<file path="src/rtl/param_sync_fifo_if.sv">
// Handshake/data bundle for param_sync_fifo.
// PARAM_SYNC_FIFO_ERR_EN adds the sticky overflow/underflow outputs.
interface param_sync_fifo_if #(
    parameter int DATA_WIDTH = 128,
    parameter int DEPTH      = 8
);
    localparam int CW = $clog2(DEPTH + 1);

    logic                  read;
    logic                  write;
    logic                  flush;
    logic [DATA_WIDTH-1:0] dataIn;
    logic [DATA_WIDTH-1:0] dataOut;
    logic                  empty;
    logic                  full;
    logic                  almost_empty;
    logic                  almost_full;
    logic [CW-1:0]         count;
`ifdef PARAM_SYNC_FIFO_ERR_EN
    logic                  overflow;
    logic                  underflow;

    modport master (
        output read, write, flush, dataIn,
        input  dataOut, empty, full, almost_empty, almost_full, count,
        input  overflow, underflow
    );
    modport slave (
        input  read, write, flush, dataIn,
        output dataOut, empty, full, almost_empty, almost_full, count,
        output overflow, underflow
    );
`else
    modport master (
        output read, write, flush, dataIn,
        input  dataOut, empty, full, almost_empty, almost_full, count
    );
    modport slave (
        input  read, write, flush, dataIn,
        output dataOut, empty, full, almost_empty, almost_full, count
    );
`endif
endinterface

</file>
<file path="src/rtl/param_sync_fifo.sv">
// Parametrised synchronous FIFO with occupancy count, thresholds, flush and registered read port.
// Define PARAM_SYNC_FIFO_ERR_EN to add sticky overflow/underflow flags.
module param_sync_fifo #(
    parameter int DATA_WIDTH = 128,
    parameter int DEPTH      = 8,
    parameter int AE_THRESH  = 1,
    parameter int AF_THRESH  = 7
) (
    input logic               clk,
    input logic               nRst,
    param_sync_fifo_if.slave  bus
);
    localparam int PW = $clog2(DEPTH);
    localparam int CW = $clog2(DEPTH + 1);

    logic [DATA_WIDTH-1:0] mem_q [DEPTH];
    logic [PW-1:0]         wr_ptr_q, wr_ptr_d;
    logic [PW-1:0]         rd_ptr_q, rd_ptr_d;
    logic [CW-1:0]         count_q, count_d;
    logic [DATA_WIDTH-1:0] data_q, data_d;

    logic empty, full, rd_ok, wr_ok;

    assign empty = (count_q == '0);
    assign full  = (count_q == CW'(DEPTH));

    // Reset and flush both suppress acceptance, so storage is never written in those cycles.
    assign rd_ok = nRst & ~bus.flush & bus.read & ~empty;
    assign wr_ok = nRst & ~bus.flush & bus.write & (~full | bus.read);

    always_comb begin
        wr_ptr_d = wr_ptr_q;
        rd_ptr_d = rd_ptr_q;
        count_d  = count_q;
        data_d   = data_q;
        if (bus.flush) begin
            wr_ptr_d = '0;
            rd_ptr_d = '0;
            count_d  = '0;
        end else begin
            if (wr_ok) begin
                wr_ptr_d = wr_ptr_q + PW'(1);
            end
            if (rd_ok) begin
                rd_ptr_d = rd_ptr_q + PW'(1);
                data_d   = mem_q[rd_ptr_q];
            end
            case ({wr_ok, rd_ok})
                2'b10:   count_d = count_q + CW'(1);
                2'b01:   count_d = count_q - CW'(1);
                default: count_d = count_q;
            endcase
        end
    end

    always_ff @(posedge clk) begin
        if (!nRst) begin
            wr_ptr_q <= '0;
            rd_ptr_q <= '0;
            count_q  <= '0;
            data_q   <= '0;
        end else begin
            wr_ptr_q <= wr_ptr_d;
            rd_ptr_q <= rd_ptr_d;
            count_q  <= count_d;
            data_q   <= data_d;
        end
    end

    always_ff @(posedge clk) begin
        if (wr_ok) begin
            mem_q[wr_ptr_q] <= bus.dataIn;
        end
    end

    assign bus.dataOut      = data_q;
    assign bus.count        = count_q;
    assign bus.empty        = empty;
    assign bus.full         = full;
    assign bus.almost_empty = (count_q <= CW'(AE_THRESH));
    assign bus.almost_full  = (count_q >= CW'(AF_THRESH));

`ifdef PARAM_SYNC_FIFO_ERR_EN
    logic ovf_q, ovf_d;
    logic unf_q, unf_d;

    always_comb begin
        ovf_d = ovf_q;
        unf_d = unf_q;
        if (bus.flush) begin
            ovf_d = 1'b0;
            unf_d = 1'b0;
        end else begin
            if (bus.write & full & ~bus.read) ovf_d = 1'b1;
            if (bus.read & empty)             unf_d = 1'b1;
        end
    end

    always_ff @(posedge clk) begin
        if (!nRst) begin
            ovf_q <= 1'b0;
            unf_q <= 1'b0;
        end else begin
            ovf_q <= ovf_d;
            unf_q <= unf_d;
        end
    end

    assign bus.overflow  = ovf_q;
    assign bus.underflow = unf_q;
`endif
endmodule

</file>
<file path="src/flat_wrapper.sv">
// flat-port wrapper written by rule: the top's interface ports become plain ports
module param_sync_fifo_flat 
#(
    parameter int DATA_WIDTH = 128,
    parameter int DEPTH      = 8,
    parameter int AE_THRESH  = 1,
    parameter int AF_THRESH  = 7
)
  (clk, nRst, bus_read, bus_write, bus_flush, bus_dataIn, bus_dataOut, bus_empty, bus_full, bus_almost_empty, bus_almost_full, bus_count);
  param_sync_fifo_if #(.DATA_WIDTH(DATA_WIDTH), .DEPTH(DEPTH)) bus_i ();
  input logic clk;
  input logic nRst;
  input wire logic [$bits(bus_i.read)-1:0] bus_read;
  input wire logic [$bits(bus_i.write)-1:0] bus_write;
  input wire logic [$bits(bus_i.flush)-1:0] bus_flush;
  input wire logic [$bits(bus_i.dataIn)-1:0] bus_dataIn;
  output wire logic [$bits(bus_i.dataOut)-1:0] bus_dataOut;
  output wire logic [$bits(bus_i.empty)-1:0] bus_empty;
  output wire logic [$bits(bus_i.full)-1:0] bus_full;
  output wire logic [$bits(bus_i.almost_empty)-1:0] bus_almost_empty;
  output wire logic [$bits(bus_i.almost_full)-1:0] bus_almost_full;
  output wire logic [$bits(bus_i.count)-1:0] bus_count;
  assign bus_i.read = bus_read;
  assign bus_i.write = bus_write;
  assign bus_i.flush = bus_flush;
  assign bus_i.dataIn = bus_dataIn;
  assign bus_dataOut = bus_i.dataOut;
  assign bus_empty = bus_i.empty;
  assign bus_full = bus_i.full;
  assign bus_almost_empty = bus_i.almost_empty;
  assign bus_almost_full = bus_i.almost_full;
  assign bus_count = bus_i.count;
  param_sync_fifo #(.DATA_WIDTH(DATA_WIDTH), .DEPTH(DEPTH), .AE_THRESH(AE_THRESH), .AF_THRESH(AF_THRESH)) u_core (.clk(clk), .nRst(nRst), .bus(bus_i));
endmodule
</file>
<file path="config.mk">
export PLATFORM = sky130hd
export DESIGN_NAME = param_sync_fifo_flat
export DESIGN_NICKNAME = d
export VERILOG_FILES = /design/src/rtl/param_sync_fifo_if.sv /design/src/rtl/param_sync_fifo.sv /design/src/flat_wrapper.sv
export SDC_FILE = /design/constraint.sdc
export NUM_CORES = 1
export LEC_CHECK = 0
export BUFFER_PORTS_ARGS = -buffer_cell sky130_fd_sc_hd__clkbuf_2
export CAP_MARGIN = 25
export CORE_ASPECT_RATIO = 0.7
export CORE_MARGIN = 4
export CORE_UTILIZATION = 46
export CTS_CLUSTER_DIAMETER = 30
export DETAILED_ROUTE_END_ITERATION = 6
export GPL_TIMING_DRIVEN = 0
export PLACE_DENSITY = 0.75
export SLEW_MARGIN = 15
export SYNTH_ARGS = -nofsm -noshare
export SYNTH_HDL_FRONTEND = slang
export SYNTH_SLANG_ARGS = --single-unit
</file>
<file path="constraint.sdc">
create_clock -name clk -period 15.7 [get_ports clk]
set_input_delay 2.355 -clock clk [delete_from_list [all_inputs] [get_ports clk]]
set_output_delay 2.355 -clock clk [all_outputs]
set_load 0.05 [all_outputs]
</file>
==> flow_summary.json <==
{
  "wl_met2_um": 50800,
  "layout-drive-gt1-share_pct": 31.3,
  "worst-endpoint-required_ps": 16140,
  "ys.warnings.count": 0,
  "synth_top_area_cell": "edfxtp_1",
  "start_kind": "primary input",
  "intPower_mw": 5.77,
  "cts_root_buf": "clkbuf_16",
  "ys.flop_type": "edfxtp_1",
  "status": "finished, final reports clean",
  "antenna_found_initial": 23,
  "pwr-share-seq_pct": 46.3,
  "finalSetupViolations": 0,
  "synthTopCellsByArea": "edfxtp_1 (69%), mux2i_1 (11%), dfxtp_1 (6.2%)",
  "regToRegEndpoint": "u_core.mem_q[4][99]$_DFFE_PP_",
  "rrSetupSlack_ps": 11670,
  "critPathLaunch": "bus_read",
  "portBuffers": 268,
  "yosys.cell_types.count": 38,
  "drc": 0,
  "clock-sinks": 1162,
  "netlist_area_sq_um": 44800,
  "cp_slowest_stage_delay_ps": 660,
  "htree_levels": 4,
  "synth_top_family_by_area": "multiplexers",
  "place_hpwl_um": 71300,
  "die-area_sq_um": 103000,
  "grt_pass1_wl_um": 161000,
  "core_area_sq_um": 96300,
  "grt_max_degree": 24,
  "skew_ps": 32.3,
  "grt_use_total_pct": 21.0,
  "grt_pass1_vias": 25000,
  "fin_crit_ps": 4840,
  "initial_utilization_pct": 46.5,
  "synth-simple-area-share_pct": 4.42,
  "slowest_stage": "nor3_2",
  "wl_met3_um": 10000,
  "p_clk_share_pct": 51.9,
  "drt-initial-drc-count": 2553,
  "syn_inst": 2537,
  "place_congestion": 0.722,
  "p_sw_mw": 1.54,
  "clock_latency_ps": 750,
  "routed_wl_um": 110000,
  "ant_nets": 0,
  "grt.overflow.total": 0,
  "clock_path_buffers": 3,
  "ctsHoldBuffers": 0,
  "yosys.area_share.xor_xnor_pct": 0.137,
  "swShare_pct": 21.1,
  "synth-compound-area-share_pct": 6.90,
  "n_fill_cell": 7123,
  "syn_nets": 2676,
  "syn_avg_cell_area_sq_um": 17.7,
  "synth_adder_area_share_pct": 0.168,
  "min_path_type": "flop to flop",
  "leakage_nw": 17.8,
  "irDropWorstVdd_uv": 91.9,
  "synth.area.mux_share_pct": 11.5,
  "path_clk_slew_ps": 60,
  "rr_startpoint": "u_core.bus.count[0]$_SDFFE_PP0P_",
  "timing_hold_violations_final": 0,
  "async_reset_ff_share_pct": 0,
  "vias": 25000,
  "grt_setup_unrepaired": "no",
  "crit_path_frequent_cell": "buf_4",
  "drv_slew": 0,
  "synth_edf_count": 1024,
  "wirelength_met1_um": 46100,
  "power_mw": 7.31,
  "die_h_um": 269,
  "yosys.area.top_type_share_pct": 68.6,
  "cp_max_fo": 9,
  "ys_seq_area_share_pct": 74.8,
  "path_cells": "clkbuf_2 -> o21ai_1 -> or3_1 -> nor3_2 -> buf_6 -> buf_4 -> buf_4 -> buf_4 -> buf_6 -> buf_6 -> buf_4",
  "max_slew_margin_pct": 30.0,
  "fin_util_pct": 57.0,
  "synth-seq-cells": 1162,
  "combPwrFrac_pct": 1.8,
  "reg2reg_depth": 13,
  "post_drt_wl_per_cell_um": 24.7,
  "viasPerCell": 5.61,
  "rows": 95,
  "num-nets-final": 3184,
  "top_layer": "met5",
  "max_freq_mhz": 207,
  "area_growth_pct": 22.5,
  "firstDrtPassIters": 6,
  "io_pins": 269,
  "cts_resized": 0,
  "tns_ps": 0,
  "cts_buffers": 158,
  "worst-setup-path-type": "primary input to flop",
  "worstSetupEndpoint": "u_core.mem_q[4][99]$_DFFE_PP_",
  "cts_tree": "done",
  "die_w_um": 381,
  "crit_arrival_ps": 5280,
  "worst_pin_slew_ps": 1050,
  "critPathCaptureType": "flop",
  "cts_setup_buffers": 0,
  "fin_crit_sh_pct": 30.8,
  "p_per_area_nw_per_um2": 133,
  "max_cap_violations": 0
}
[Yosys cell counts, types with 2 or more instances]
| cell | number |
|---|---|
| a21oi_1 | 3 |
| a22oi_1 | 256 |
| buf_12 | 12 |
| buf_2 | 76 |
| buf_8 | 3 |
| clkbuf_1 | 63 |
| dfxtp_1 | 138 |
| edfxtp_1 | 1024 |
| ha_1 | 6 |
| inv_1 | 4 |
| mux2i_1 | 514 |
| nand2_1 | 131 |
| nand2b_1 | 2 |
| nand3_1 | 2 |
| nand3_2 | 128 |
| nor2_1 | 16 |
| nor2b_1 | 2 |
| nor3_1 | 3 |
| o21ai_2 | 128 |
| or3_1 | 3 |
| xnor2_1 | 2 |
| xor2_1 | 5 |
[cells in the final DEF (no fill, tap or decap), types with 3 or more instances in the layout]
cell type      n
edfxtp_1    1024
mux2i_1      514
clkbuf_2     269
a22oi_1      256
clkbuf_16    159
dfxtp_1      138
nand2_1      131
nand3_2      128
o21ai_2      128
buf_2         76
clkbuf_1      72
buf_12        34
inv_6         30
buf_4         26
bufinv_16     25
buf_16        20
clkinvlp_4    19
clkinv_2      17
buf_6         14
clkinv_4      14
diode_2       10
nor2_1        10
nor2_4         6
ha_1           6
clkbuf_8       6
xor2_1         5
inv_1          4
clkinv_16      4
inv_16         4
clkinv_8       4
or3_1          3
buf_8          3
a21oi_1        3
clkinv_1       3
[power groups by stage]
stage	clock (mW)	combinational, mW	sequential (mW)
after detailed placement	0	0.128	3.45
after global placement	0	0.117	3.46
after floorplan	0	0.0398	3.47
after global routing	4.00	0.140	3.38
final	3.80	0.129	3.38
after CTS	3.84	0.129	3.38
[routing by layer]
metal	vias to the layer above	GRT usage [%]
met5	-	0
met4	24	6.71
met3	220	6.13
met2	1072	32.3
met1	12500	28.9
li1	11100	-
[stage by stage]
step / cells / cell area [sq um] / setup slack (ps) / hold WS, ps
2_1_floorplan: 2537 / 44800 / 3310 / 511
3_3_place_gp: 4066 / 47700 / -5620 / 445
3_5_place_dp: 4146 / 49100 / 10120 / 448
4_1_cts: 4443 / 54900 / 10880 / 457
5_1_grt: 4448 / 54900 / 10750 / 467
6_report: 4453 / 54900 / 10860 / 453
[area by class of cell]
type	instances	area [sq um]	area share [%]
sequential	1162	33500	61.0
multi-input combinational	1214	10400	19.0
clock buffer	175	4100	7.47
timing repair buffer	348	2670	4.86
clock inverter	122	1660	3.03
tap	1261	1580	2.87
buffer	156	922	1.68
antenna	10	25.0	0.0456
inverter	5	21.3	0.0387
[worst max-delay path: cells and delay by family]
kind / cells / cell delay (ps)
buffers and inverters: 8 / 1560
AND/OR/NAND/NOR: 2 / 1160
AO/OA/AOI/OAI: 1 / 180
[worst min-delay path by stage]
stage | startpoint | to | cells after the start
finish | u_core.bus.dataOut[127]$_SDFFE_PN0P_ | u_core.bus.dataOut[127]$_SDFFE_PN0P_ | 2
global route | u_core.bus.dataOut[46]$_SDFFE_PN0P_ | u_core.bus.dataOut[46]$_SDFFE_PN0P_ | 2
CTS | u_core.bus.dataOut[127]$_SDFFE_PN0P_ | u_core.bus.dataOut[127]$_SDFFE_PN0P_ | 2
detailed placement | u_core.bus.dataOut[44]$_SDFFE_PN0P_ | u_core.bus.dataOut[44]$_SDFFE_PN0P_ | 2
global placement | u_core.bus.dataOut[53]$_SDFFE_PN0P_ | u_core.bus.dataOut[53]$_SDFFE_PN0P_ | 2
floorplan | u_core.wr_ptr_q[2]$_SDFFE_PP0P_ | u_core.wr_ptr_q[2]$_SDFFE_PP0P_ | 3
[sequential cells by signal, summed over array words and instances, names as in the netlist]
register            cells
u_core.mem_q         1024
u_core.bus.dataOut    128
u_core.bus.count        4
u_core.rd_ptr_q         3
u_core.wr_ptr_q         3
[cells by family (layout without fill, tap and decap cells)]
family          count (synthesis)  count (layout)
compound gates                392             392
xor+xnor                        7               7
fa+ha+maj                       6               6
buf+inv                       161             806
flops                        1162            1162
mux                           514             514
other cells                     0              10
simple gates                  295             295
No activity file was read; power rests on OpenSTA's default activity.
